<file path="config.mk">
export PLATFORM = sky130hd
export DESIGN_NAME = dmem_arbiter
export DESIGN_NICKNAME = d
export VERILOG_FILES = /design/src/rtl/dmem_arbiter.sv
export SDC_FILE = /design/constraint.sdc
export NUM_CORES = 1
export LEC_CHECK = 0
export BUFFER_PORTS_ARGS = -buffer_cell sky130_fd_sc_hd__buf_2
export CORE_MARGIN = 10
export CORE_UTILIZATION = 36
export DETAILED_ROUTE_END_ITERATION = 16
export GPL_TIMING_DRIVEN = 0
export MAX_ROUTING_LAYER = met4
export PLACE_DENSITY_LB_ADDON = 0.1
export REMOVE_ABC_BUFFERS = 1
export SYNTH_ARGS = -nofsm -noshare
export SYNTH_HDL_FRONTEND = slang
export SYNTH_SLANG_ARGS = --single-unit
</file>
<file path="constraint.sdc">
create_clock -name clk -period 2.1 [get_ports clk]
set_clock_uncertainty 0.1 [all_clocks]
set_input_delay 0.525 -clock clk [delete_from_list [all_inputs] [get_ports clk]]
set_output_delay 0.525 -clock clk [all_outputs]
set_load 0.05 [all_outputs]
</file>
<file path="src/rtl/dmem_arbiter.sv">
// dmem_arbiter: round-robin arbiter/sequencer sharing one data-memory port between CPU and AUX.
// Define DMEM_ARB_BOUNDS_CHECK_EN to enable the address range check and err flags.

module dmem_arb_port #(
    parameter int DATA_W = 32
) (
    input  logic              clk,
    input  logic              reset_n,
    input  logic              load,
    input  logic              we,
    input  logic              oob,
    input  logic [DATA_W-1:0] rd_in,
    output logic [DATA_W-1:0] rdata,
    output logic              ack,
    output logic              err
);
    // load is high for the GNT cycle of this port, so ack/err/rdata appear in RESP
    always_ff @(posedge clk or negedge reset_n) begin
        if (!reset_n) begin
            rdata <= '0;
            ack   <= 1'b0;
            err   <= 1'b0;
        end else begin
            ack <= load;
            err <= load & oob;
            if (load && oob)
                rdata <= '0;
            else if (load && !we)
                rdata <= rd_in;
        end
    end
endmodule

module dmem_arbiter #(
    parameter int MEM_NIBBLES = 64,
    parameter int DATA_W      = 32,
    parameter int ADDR_W      = 32
) (
    input  logic              clk,
    input  logic              reset_n,
    input  logic              cpu_req,
    input  logic              cpu_we,
    input  logic [ADDR_W-1:0] cpu_addr,
    input  logic [DATA_W-1:0] cpu_wdata,
    output logic [DATA_W-1:0] cpu_rdata,
    output logic              cpu_ack,
    output logic              cpu_err,
    output logic              cpu_stall,
    input  logic              aux_req,
    input  logic              aux_we,
    input  logic [ADDR_W-1:0] aux_addr,
    input  logic [DATA_W-1:0] aux_wdata,
    output logic [DATA_W-1:0] aux_rdata,
    output logic              aux_ack,
    output logic              aux_err,
    output logic [ADDR_W-1:0] mem_address,
    output logic [DATA_W-1:0] mem_write_data,
    output logic              mem_memorywrite,
    output logic              mem_memoryread,
    input  logic [DATA_W-1:0] mem_read_data
);
    localparam int NUM_PORTS = 2;

    if (MEM_NIBBLES < 8) begin : g_cfg_check
        $error("dmem_arbiter: MEM_NIBBLES must hold at least one word");
    end

    typedef struct packed {
        logic              req;
        logic              we;
        logic [ADDR_W-1:0] addr;
        logic [DATA_W-1:0] wdata;
    } port_req_t;

    typedef enum logic [1:0] {IDLE, GNT_CPU, GNT_AUX, RESP} state_t;

    port_req_t [NUM_PORTS-1:0]             preq;
    port_req_t                             sel;
    state_t                                state;
    logic                                  cur;
    logic                                  last_win;
    logic      [NUM_PORTS-1:0]             elig;
    logic      [NUM_PORTS-1:0]             oob;
    logic      [NUM_PORTS-1:0]             ack_q;
    logic      [NUM_PORTS-1:0]             err_q;
    logic      [NUM_PORTS-1:0][DATA_W-1:0] rdata_q;
    logic                                  tie;
    logic                                  pick;
    logic                                  gnt;

    assign preq[0] = '{req: cpu_req, we: cpu_we, addr: cpu_addr, wdata: cpu_wdata};
    assign preq[1] = '{req: aux_req, we: aux_we, addr: aux_addr, wdata: aux_wdata};

    // The port being acked in RESP is not eligible again until the next arbitration point
    always_comb begin
        elig = {preq[1].req, preq[0].req};
        if (state == RESP)
            elig[cur] = 1'b0;
    end

    assign tie  = &elig;
    assign pick = tie ? ~last_win : elig[1];
    assign gnt  = (state == GNT_CPU) || (state == GNT_AUX);
    assign sel  = preq[cur];

    // last_win only moves on a contested decision, so ties alternate independently of solo grants
    always_ff @(posedge clk or negedge reset_n) begin
        if (!reset_n) begin
            state    <= IDLE;
            cur      <= 1'b0;
            last_win <= 1'b1;
        end else begin
            case (state)
                IDLE, RESP: begin
                    if (|elig) begin
                        state <= pick ? GNT_AUX : GNT_CPU;
                        cur   <= pick;
                        if (tie)
                            last_win <= pick;
                    end else begin
                        state <= IDLE;
                    end
                end
                GNT_CPU, GNT_AUX: state <= RESP;
                default:          state <= IDLE;
            endcase
        end
    end

    assign mem_address     = gnt ? sel.addr  : '0;
    assign mem_write_data  = gnt ? sel.wdata : '0;
    assign mem_memorywrite = gnt &  sel.we & ~oob[cur];
    assign mem_memoryread  = gnt & ~sel.we & ~oob[cur];

    for (genvar p = 0; p < NUM_PORTS; p++) begin : g_port
`ifdef DMEM_ARB_BOUNDS_CHECK_EN
        localparam logic [ADDR_W-1:0] MAX_ADDR = ADDR_W'(MEM_NIBBLES - 8);
        assign oob[p] = preq[p].addr > MAX_ADDR;
`else
        assign oob[p] = 1'b0;
`endif
        dmem_arb_port #(.DATA_W(DATA_W)) u_port (
            .clk     (clk),
            .reset_n (reset_n),
            .load    (gnt && (cur == 1'(p))),
            .we      (preq[p].we),
            .oob     (oob[p]),
            .rd_in   (mem_read_data),
            .rdata   (rdata_q[p]),
            .ack     (ack_q[p]),
            .err     (err_q[p])
        );
    end

    assign cpu_rdata = rdata_q[0];
    assign cpu_ack   = ack_q[0];
    assign cpu_err   = err_q[0];
    assign aux_rdata = rdata_q[1];
    assign aux_ack   = ack_q[1];
    assign aux_err   = err_q[1];
    assign cpu_stall = cpu_req & ~cpu_ack;

    a_ack_onehot: assert property (@(posedge clk) disable iff (!reset_n) !(cpu_ack && aux_ack));
    a_ctrl_excl:  assert property (@(posedge clk) disable iff (!reset_n) !(mem_memorywrite && mem_memoryread));
endmodule

</file>
Word level (Yosys, flattened, before mapping):

Cells that the tools add are included.

* magnitude comparators: 2
* eq/ne operators: 3
* multiplexer cells: 12
* bitwise gates (word level): 12
* reductions and logical operators: 15

Operators by type and width (number)
* 65-bit 2-to-1 mux: 2
* 32-bit 2-to-1 mux: 2
* 2-bit 2-to-1 mux: 3
* 2-bit OR reduction: 3
* 1-bit AND: 5
* 1-bit logical AND: 5
* 1-bit inverter: 5
* 2-bit equality test (second input constant): 2
* 2-bit one-hot mux with 2 select lines: 1
* 2-bit AND reduction: 2
* 4-bit AND reduction: 1
* 1-bit 2-to-1 mux: 3
* 2-bit AND: 1
* 2-bit by 1-bit equality test with 1-bit output (second input constant): 1
* 1-bit zero test: 2
* 2-bit zero test: 1
* 1-bit by 2-bit < comparator with 1-bit output (second input constant): 1
* 2-bit inverter: 1
* 1-bit demux with 1-bit select: 1
* 1-bit greater-or-equal comparator (second input constant): 1
* 1-bit logical OR: 1

* bits in registers: 70
* output and inout port bits: 135
* logic and storage cells: 51

Longest topological paths before layout:

Gate-level depths: netlist of the first run.

* depth in word-level cells: 12
* mapped depth: 6

Modules after synthesis:

From an unflattened synthesis of the first run, not the netlist that was laid out.

* cells, all modules: 533
* area, all modules: 5282.6 um^2

Modules (own cells, without submodules)
* dmem_arb_port: times used 2, cells an instance 181, area each 2001.9 um^2
* dmem_arbiter: times used 1, cells an instance 171, area each 1278.7 um^2

Worst setup path before layout of the first run:

No wires, ideal clock.

* path kind: reg2out
* start point: register state[0]
* end point: output port mem_write_data[13]
* arrival time: 1.813 ns
* path slack: -0.338 ns
* stages on the path, launching flop included: 6
* buffers on the path: 2
* path through: dfrtp_1 -> ha_1 -> inv_2 -> clkbuf_1 -> clkbuf_1 -> nor2_1

* longest elaborated chain between the ends: 3
* elaborated cells between the ends (all ways): 4
* classes of those cells: eq/ne (2); mux (1); reduce/logical (1)

Ends and longest elaborated chain
* from (decl): RTL line 79 `state_t state;`
* from (signal assigned): RTL line 116 `state <= pick ? GNT_AUX : GNT_CPU;`
* 2-bit by 1-bit equality test with 1-bit output / 2-bit equality test (equally long branches): RTL line 103 `assign gnt = (state == GNT_CPU) || (state == GNT_AUX);`
* 1-bit logical OR *: RTL line 103
* 32-bit 2-to-1 mux *: RTL line 131 `assign mem_write_data = gnt ? sel.wdata : '0;`
* to (decl): RTL line 57 `output logic [DATA_W-1:0] mem_write_data,`

Mark *: on every way between the ends. The rest lies on a longest branch, timed or not.

Worst setup path after layout of the first run:

* start point: register cur
* end point: output port mem_address[20]

* longest elaborated chain between the ends: 3

Ends and longest elaborated chain
* from (decl): RTL line 80 `logic cur;`
* from (signal assigned): RTL line 117 `cur <= pick;`
* 65-bit 2-to-1 mux (implied by the code) (2 in series): RTL line 104 `assign sel = preq[cur];`
* 32-bit 2-to-1 mux: RTL line 130 `assign mem_address = gnt ? sel.addr : '0;`
* to (decl): RTL line 56 `output logic [ADDR_W-1:0] mem_address,`

Every way passes these cells. The select of a mux whose other input is x is not followed.

==> summary.md, run 1 <==
| Metric | Value |
|---|---|
| Outcome | finished, violations left |
| Violated checks | setup timing |
| Worst-Margin Slew | 0.8679 ns |
| WL met2 | 9138 microns |
| H-tree depth | 3 |
| Fillcell total | 733 |
| Final Non-Filler Cells | 776 |
| Yosys top cell area share | 45.82% |
| CP max FO | 7 |
| Asr flop ratio synth | 100.0% |
| Critical Path End Type | output port |
| # nets final | 797 |
| Area leader, netlist | dfrtp_1 |
| Max_slew headroom | between 40% and 50% |
| Fin crit share | 109.9% |
| Max Used Layer | met4 |
| Met1 Routed Length | 6203 microns |
| Total iterations of the first detailed-routing run | 4 |
| Clock transition at the registers of the reported paths | 0.08 ns |
| Gpl congestion | between 0.8 and 0.9 |
| First-pass GRT wire length | 24430 microns |
| Area growth syn-to-layout | 92.99% |
| Commonest non-fill, non-tap cell in the layout | buf_2 |
| Synth Area per Inst | 12.08 sq um |
| Max Clock Freq | 0.4335 GHz |
| Placed inst area | 0.005394 sq mm |
| Die area | 0.01496 sq mm |
| RSZ-0062 raised after global routing | true |
| Die X | 122.3 microns |
| I/O pin cnt | approximately 300 |
| Fraction of layout cells with a size suffix above 1 | 81.10% |
| Maxcap violations | 0 |
| Sequential area share after synthesis | 46.51% |
| Dominant cells by area after synthesis | dfrtp_1 46%, mux2i_1 17%, mux2_4 12% |
| Vias in the first global route | 4112 |
| Setup TNS | -9.722 ns |
| Fin. Hold Viols | 0 |
| Grt total ovfl | 0 |
| Hold/Removal Path Class | input port to async pin |
| First-iteration detailed-routing DRC count | 159 |
| Hold_buf cts | 0 |
| Arrival @ worst endpoint | 1.68 ns |
| Routed Antenna Nets | 0 |
| DR WL/cell | between 20 and 25 microns |
| Final setup vio count | between 80 and 90 |
| Kind of critical path | register to output port |
| Clk Latency, worst-skew pair | 0.33 ns |
| Core ar. | between 0.01 and 0.015 sq mm |
| Detailed placer's ending HPWL | 11690 microns |
| Vias post-DR | 3795 |
| Most frequent cells in the layout | 231 x buf_2, 68 x dfrtp_1, 50 x mux2_4 |
| Die H | between 100 and 150 microns |
| Root buffer cell | clkbuf_8 |
| Warnings, synthesis | 0 |
| Min Tclk post-route | 2.307 ns |
| Final WL | 17420 microns |
| Number of distinct library cells after synthesis | 28 |
| Post-Place Setup Slack | -0.6612 ns |
| Setup WS post-layout | -0.2069 ns |
| Total CTS buffers | 9 |
| Final routed DRC violation total | 0 |
| Placed cell count | 727 |
| Slew Limit Fails | 0 |
| Std cell rows | 37 |
| Clock Sinks | 70 |
| WP data required | between 1 and 1.5 ns |
| Final instance area | 0.007273 sq mm |
| Initial antenna violation count | 5 |
| Pin count of the biggest net entering global routing | 71 |
| Post-Syn Area | 0.003769 sq mm |
| CTS max path bufs | 2 |
| Synth Flop Type | dfrtp_1 |
| Input/output buffers | roughly 300 |
| Total Routing Usage GR | 21.87% |
| Startpoint types | register |
| Via/cell ratio | 4.890 |
| Register bit total from synthesis | 70 |
| EDFF count, synth | 0 |
| Mapped Cells | between 300 and 400 |
| Initial core utilization | 36.67% |
| CTS tree | built |
| Met3 wire len | 1493 microns |
## critical path: stages (launching register included)
cell and delay, ns:
dfrtp_4 0.54, buf_12 0.17, buf_16 0.14, mux2i_1 0.12
nor2_1 0.17, buf_6 0.19
## what timing repair did
action	4_1_cts	5_1_grt
pin swaps	21	13
gates cloned	9	2
endpoints found under the setup margin	132	91
gates resized for setup	260	103
setup buffers	16	5
## per-stage QoR
step	hold slack, ns	util (%)
after global routing	0.2661	70.77
after floorplan	0.1294	-
final	0.2010	70.77
after global placement	0.3626	51.46
after detailed placement	0.3771	52.48
after CTS	0.2245	66.85
## logic make-up after synthesis
kind of cell               Yosys count  synth area share (%)
xor gates and xnor gates             1                0.2324
and+or+nand+nor                     77                 8.334
muxes                              129                 39.38
AOI/OAI and AO/OA                    6                0.9630
other                                1               0.09951
buffers and inverters               27                 4.150
adders and majority gates            1                0.3320
DFF                                 70                 46.51
## layout make-up
class,instances,area (sq um),share of cell area [%]
timing repair buffer,325,2502,34.41
multi-input combinational,216,2497,34.34
sequential,70,1757,24.15
tap,136,170.2,2.340
clock buffer,11,141.4,1.944
timing repair inverter,5,106.4,1.462
clock inverter,5,58.81,0.8085
inverter,3,27.53,0.3785
antenna,5,12.51,0.1720
## synth_stat cells (3+ instances only)
cell and count:
buf_6 3, buf_4 6, mux2_4 30, buf_1 5, dfrtp_1 69, mux2i_1 65
mux2_2 32, buf_2 8, nor2_1 67
## metal layers
metal	track usage (%)	vias up
met2	37.52	200
li1	-	1717
met5	-	-
met4	7.437	0
met1	23.76	1843
met3	6.428	35
## registers in the layout (all words and copies together) (netlist names)
signal               flops
cur                      1
g_port.u_port.ack        2
last_win                 1
state                    2
g_port.u_port.rdata     64
## final timing paths
kind / start / endpoint / slack (ns) / cells past startpoint
max: cur / mem_address[20] / -0.21 / 5
min: reset_n / g_port[1].u_port.rdata[22] / 0.20 / 1
max reg2reg: state[0] / g_port[0].u_port.rdata[20] / -0.08 / 9
min reg2reg: g_port[0].u_port.rdata[31] / g_port[0].u_port.rdata[31] / 0.40 / 1
max in group asynchronous: reset_n / cur / 1.05 / 1
min in group clk: cpu_req / cur / 0.30 / 2
Power of run 1 is not shown: default switching activity piles up to over one toggle a cycle in this logic, so the estimate is an artifact.
==> run 2: changes to the inputs <==
--- a/config.mk
+++ b/config.mk
@@ -5,9 +5,10 @@
 export SDC_FILE = /design/constraint.sdc
 export NUM_CORES = 1
 export LEC_CHECK = 0
-export BUFFER_PORTS_ARGS = -buffer_cell sky130_fd_sc_hd__buf_2
+export ABC_AREA = 1
+export BUFFER_PORTS_ARGS = -buffer_cell sky130_fd_sc_hd__buf_4
 export CORE_MARGIN = 10
-export CORE_UTILIZATION = 36
+export CORE_UTILIZATION = 34
 export DETAILED_ROUTE_END_ITERATION = 16
 export GPL_TIMING_DRIVEN = 0
 export MAX_ROUTING_LAYER = met4
==> run 2 against run 1 <==
- the run still ends with setup timing left
- area after synthesis fell by 11%
- design area fell by 12%
- clock-buffer cell count rose by 2
- critical path type unchanged
==> summary.md, run 2 <==
| Metric | Value |
|---|---|
| Outcome | finished, violations left |
| Violated checks | setup timing |
| Register bit total from synthesis | 70 |
| Detailed placer's ending HPWL | around 13000 microns |
| Kind of critical path | register to output port |
| Reg2reg end | g_port[1].u_port.rdata[27] |
| Asr flop ratio synth | between 90% and 100% |
| Vias post-DR | approximately 3800 |
| Grt total ovfl | 0 |
| Routed Antenna Nets | 0 |
| Arrival @ worst endpoint | between 1.5 and 2 ns |
| Post-synth top cells | 84 x nand2_1, 69 x dfrtp_1, 64 x a22o_1, 38 x inv_1, 33 x o21ai_0 |
| WP data required | 1.47 ns |
| Area growth syn-to-layout | 89.40% |
| CTS tree | built |
| Clk Latency, worst-skew pair | approximately 0.33 ns |
| Fin crit share | 117.9% |
| Total iterations of the first detailed-routing run | 4 |
| Die area | 0.01427 sq mm |
| Placed inst area | 0.005640 sq mm |
| Diode count | 0 |
| Core ar. | around 0.0097 sq mm |
| Most frequent cells in the layout | 240 x buf_4, 80 x nand2_1, 68 x dfrtp_1 |
| Worst-Margin Slew | 0.8764 ns |
| Final routed DRC violation total | 0 |
| Warnings, synthesis | 0 |
| First-pass GRT wire length | 24040 microns |
| Dominant cells by area after synthesis | dfrtp_1 51%, a22o_1 17%, nand2_1 9.4% |
| Vias in the first global route | around 3800 |
| Final WL | 16840 microns |
| # nets final | 825 |
| Reg2reg start | state[0] |
| Yosys top cell area share | 51.34% |
| Post-Syn Area | around 0.0034 sq mm |
| Most common cell in the netlist | nand2_1 |
| Clock Sinks | 70 |
| I/O pin cnt | roughly 300 |
| Max reg flops | between 60 and 70 |
| Die X | approximately 120 microns |
| Initial core utilization | approximately a third |
| Startpoint types | register |
| Clock transition at the registers of the reported paths | 0.07 ns |
| Root buffer cell | clkbuf_8 |
| Initial antenna violation count | 0 |
| CTS max path bufs | 2 |
| Final instance area | ~0.0064 sq mm |
| Max_slew headroom | 41.57% |
| RSZ-0062 raised after global routing | true |
| Input/output buffers | 298 |
| Number of distinct library cells after synthesis | 19 |
| Hold/Removal Path Class | input port to async pin |
| Fin. Hold Viols | 0 |
| Total Routing Usage GR | ~22% |
| Die H | 119.5 microns |
| CP max FO | 11 |
| DR WL/cell | 21.15 microns |
| Synth Flop Type | dfrtp_1 |
| Synth Area per Inst | approximately 9.3 sq um |
| Final setup vio count | 66 |
| Sequential area share after synthesis | 52.12% |
| Fraction of layout cells with a size suffix above 1 | 52.64% |
| First-iteration detailed-routing DRC count | roughly 260 |
| Area leader, netlist | dfrtp_1 |
| Worst reg-to-reg path cell count | 7 |
| Total CTS buffers | 9 |
| H-tree depth | 3 |
| EDFF count, synth | 0 |
| Critical Path End Type | output port |
| Via/cell ratio | 4.795 |
| Mapped Cells | 361 |
| Setup TNS | -20.73 ns |
| Maxcap violations | 0 |
| Pin count of the biggest net entering global routing | 71 |
| Largest reg by FF count | g_port.u_port.rdata |
| Regs by FF count | g_port.u_port.rdata: 64 flops, g_port.u_port.ack: 2 flops, state: 2 flops |
| Gpl congestion | 0.8551 |
| Max Clock Freq | 0.4037 GHz |
| Min Tclk post-route | around 2.5 ns |
| Commonest non-fill, non-tap cell in the layout | buf_4 |
| Slew Limit Fails | 0 |
| Std cell rows | 36 |
| Reg2Reg Setup Slack | 0.37 ns |
| Hold_buf cts | 0 |
| Setup WS post-layout | -0.3768 ns |
## run 2: cell count changes in the layout (fill, tap and decap cells not counted), moves of 31 or more
cell | previous run | this run
nand2_1 | 2 | 80
o21ai_0 | 2 | 33
inv_1 | 2 | 37
a22o_1 | 0 | 58
buf_4 | 5 | 240
mux2_4 | 50 | 0
nor2_4 | 36 | 2
mux2i_2 | 32 | 0
buf_2 | 231 | 0
buf_8 | 32 | 1
## run 2: cells by family after synthesis
| group | count (synthesis) | share of synthesized area (%) |
|---|---|---|
| AO/OA/AOI/OAI | 129 | 26.67 |
| AND/OR/NAND/NOR | 91 | 10.42 |
| flip-flops | 70 | 52.12 |
| buffers and inverters | 69 | 10.30 |
| adder cells (fa/ha/maj) | 1 | 0.3720 |
| other | 1 | 0.1115 |
## run 2: routing by layer
metal / wire length (microns) / vias to the layer above / global-route usage (%)
met3: 1488 / 12 / 9.022
met1: 6762 / 1812 / 25.73
met2: 8440 / 170 / 37.24
li1: - / 1823 / -
met5: 0 / - / -
met4: 146 / 0 / 2.790
## run 2: what timing repair did
action,CTS,global route
hold endpoints to repair,0,0
endpoints found under the setup margin,98,66
pin swaps,15,4
setup buffers,6,2
gates cloned,6,1
resized for setup,93,6
## run 2: worst max-delay path, cell delays in order (launching register included)
cell,delay [ns]
dfrtp_1,0.39
ha_4,0.34
inv_6,0.04
nor2_4,0.16
buf_6,0.19
a22o_1,0.21
buf_6,0.18
## run 2: final cells by class
cell class                      count  area, sq um
Fill cell                         781         3314
Tap cell                          133        166.4
Multi-Input combinational cell    224         1400
Timing Repair inverter              5        51.30
Clock inverter                      3        17.52
Timing Repair Buffer              309         2644
Inverter                           39        167.7
Sequential cell                    70         1754
Clock buffer                       13        168.9
## run 2: how the worst max path moves through the flow
stage	from	to	slack, ns
2_1_floorplan	state[0]	mem_memoryread	-1.62
3_3_place_gp	state[0]	mem_memoryread	-2.23
3_5_place_dp	state[1]	mem_memoryread	-1.18
4_1_cts	state[1]	mem_address[9]	-0.44
5_1_grt	state[0]	mem_write_data[26]	-0.44
6_report	state[0]	mem_write_data[26]	-0.38
## run 2: through the flow
step / hold slack [ns] / utilization, % / instances / setup WS, ns
after detailed placement: 0.3665 / 58.24 / 766 / -1.178
after CTS: 0.2270 / 65.32 / 794 / -0.4381
after floorplan: 0.1294 / - / 332 / -1.615
after global placement: 0.3621 / 57.52 / 763 / -2.228
after global routing: 0.2457 / 65.78 / 796 / -0.4424
final: 0.2048 / 65.78 / 796 / -0.3768
Power of run 2 is left out for the same reason.
==> run 3: changes to the inputs <==
==> constraint.sdc (replaced) <==
create_clock -name clk -period 2.1 [get_ports clk]
set_clock_uncertainty 0.1 [all_clocks]
set_input_delay 0.525 -clock clk [delete_from_list [all_inputs] [get_ports clk]]
set_output_delay 0.525 -clock clk [all_outputs]
set_load 0.005 [all_outputs]
==> run 3 against run 2 <==
- the flow still finishes with violations (setup timing)
- register-to-register slack worse by 0.14 ns
- non-clock buffer count is 11 higher
- critical path depth up 2
- routed wire length grew 2.1%
- via count is 0.76% lower
- flip-flop and latch count is the same
- design area down 0.84%
==> summary.md, run 3 (synthesized netlist as in run 2, its figures left out) <==
| Metric | Value |
|---|---|
| Outcome | finished, violations left |
| Violated checks | setup timing |
| Critical path launch point | state[0] |
| Regs by FF count | g_port.u_port.rdata: 64 flops, g_port.u_port.ack: 2 flops, state: 2 flops |
| Static Leak | 3.484 nW |
| Clock Sinks | 70 |
| Min Tclk post-route | 2.462 ns |
| Clock transition at the registers of the reported paths | about 0.07 ns |
| Largest reg by FF count | g_port.u_port.rdata |
| Via/cell ratio | 4.700 |
| First-iteration detailed-routing DRC count | 192 |
| Max Clock Freq | 0.4061 GHz |
| Std cell rows | 36 |
| Die H | 119.5 microns |
| Fin crit share | 117.2% |
| Sequential cell area | 0.001753 sq mm |
| Die area | between 0.01 and 0.015 sq mm |
| Peak supply drop | 0.7464 mV |
| Diode count | 0 |
| WP data required | 1.47 ns |
| Worst-Margin Slew | 0.8719 ns |
| Arrival @ worst endpoint | 1.84 ns |
| Slew Limit Fails | 0 |
| CTS max path bufs | 2 |
| Max_slew headroom | between 40% and 50% |
| Startpoint types | register |
| I/O pin cnt | 301 |
| Die X | 119.5 microns |
| Clk Latency, worst-skew pair | 0.33 ns |
| Total iterations of the first detailed-routing run | 4 |
| Most frequent cells in the layout | 304 x buf_4, 81 x nand2_1, 69 x dfrtp_1 |
| Final WL | ~17000 microns |
| RSZ-0062 raised after global routing | true |
| Setup TNS | -22.36 ns |
| First-pass GRT wire length | 23770 microns |
| Fin. Hold Viols | 0 |
| Total Routing Usage GR | between 20% and 30% |
| H-tree depth | 3 |
| Total CTS buffers | 9 |
| Critical Path End Type | output port |
| Reg2reg start | state[1] |
| Initial antenna violation count | 0 |
| Fillcell total | 799 |
| Max reg flops | 64 |
| Gpl congestion | roughly 0.86 |
| Hold_buf cts | 0 |
| Core ar. | 0.009684 sq mm |
| Vias in the first global route | 3819 |
| Fraction of layout cells with a size suffix above 1 | 52.75% |
| CTS tree | built |
| Final setup vio count | 66 |
| Vias post-DR | roughly 3800 |
| Input/output buffers | 298 |
| Area growth syn-to-layout | 87.80% |
| Grt total ovfl | 0 |
| Detailed placer's ending HPWL | 12690 microns |
| Final routed DRC violation total | 0 |
| Final Non-Filler Cells | 806 |
| CP max FO | 5 |
| Multi-input logic area | 0.001383 sq mm |
| Hold/Removal Path Class | input port to async pin |
| Post-Route Utilization | 65.22% |
| Commonest non-fill, non-tap cell in the layout | buf_4 |
| # nets final | 835 |
| Routed Antenna Nets | 0 |
| Placed cell count | 766 |
| Power per cell area | 1647 mW/mm^2 |
| Worst hold slack | 0.1936 ns |
| Maxcap violations | 0 |
| Kind of critical path | register to output port |
| Setup WS post-layout | -0.3622 ns |
| Pin count of the biggest net entering global routing | 71 |
| DR WL/cell | about 21 microns |
| Root buffer cell | clkbuf_8 |
| Initial core utilization | a little over a third |
-- run 3: cell types whose count changed in the layout (fill, tap and decap cells not counted), sizes merged --
cell,change
nand2,+1
inv,-3
clkbuf,+1
clkinv,+1
buf,+10
-- run 3: worst paths after layout --
| kind | cells after the start | slack (ns) | end |
|---|---|---|---|
| setup / recovery | 8 | -0.36 | mem_address[1] |
| hold / removal | 1 | 0.19 | g_port[0].u_port.rdata[4] |
| setup reg to reg | 8 | 0.23 | g_port[1].u_port.rdata[27] |
| hold reg to reg | 2 | 0.37 | last_win |
| max in group asynchronous | 1 | 1.12 | state[0] |
| min in group clk | 3 | 0.35 | g_port[1].u_port.rdata[1] |
-- run 3: worst max-delay path, cell delays in order (launching register included) --
cell and delay, ns:
dfrtp_1 0.39, ha_4 0.27, inv_6 0.06, nor2_4 0.04
buf_8 0.16, buf_12 0.13, buf_16 0.13, a22o_1 0.19
buf_4 0.13
-- run 3: area by class of cell --
type	instances	area share [%]
repair buffers	320	41.32
multi-input cells	225	21.89
inverters	39	2.813
clock inverters	3	0.2773
clock buffers	13	2.674
flip-flops and latches	70	27.75
repair inverters	3	0.6339
well taps	133	2.635
-- run 3: power breakdown --
part	internal, W	switching (W)	leakage (nW)	total [W]
Clock	0.000522	0.000471	0.0954	0.000993
Sequential	0.00198	0.000376	0.873	0.00236
Combinational	0.00387	0.00319	2.52	0.00705
Total	0.00637	0.00403	3.48	0.0104
-- run 3: metal layers --
| layer | share of wire (%) | track usage (%) | routed length (microns) | up-vias |
|---|---|---|---|---|
| li1 | - | - | - | 1843 |
| met1 | 41 | 26.25 | 7040 | 1770 |
| met2 | 50 | 36.66 | 8563 | 164 |
| met3 | 8.6 | 8.550 | 1477 | 11 |
| met4 | 0.69 | 2.413 | 119 | 0 |
| met5 | 0 | - | 0 | - |
-- run 3: metrics by stage --
stage	worst slack [ns]	total power [W]	cell area [sq um]
floorplan	-1.141	0.004472	3167
global placement	-2.139	0.007589	5570
detailed placement	-1.090	0.007828	5640
CTS	-0.3815	0.01018	6211
global route	-0.4619	0.01113	6316
finish	-0.3622	0.01040	6316
-- run 3: what timing repair did --
| item | 4_1_cts | 5_1_grt |
|---|---|---|
| setup buffers | 12 | 3 |
| resized for setup | 39 | 1 |
| setup endpoints to repair | 98 | 66 |
| pin swaps | 14 | 3 |
| gates cloned | 7 | 3 |
No activity file was read; power rests on OpenSTA's default activity.
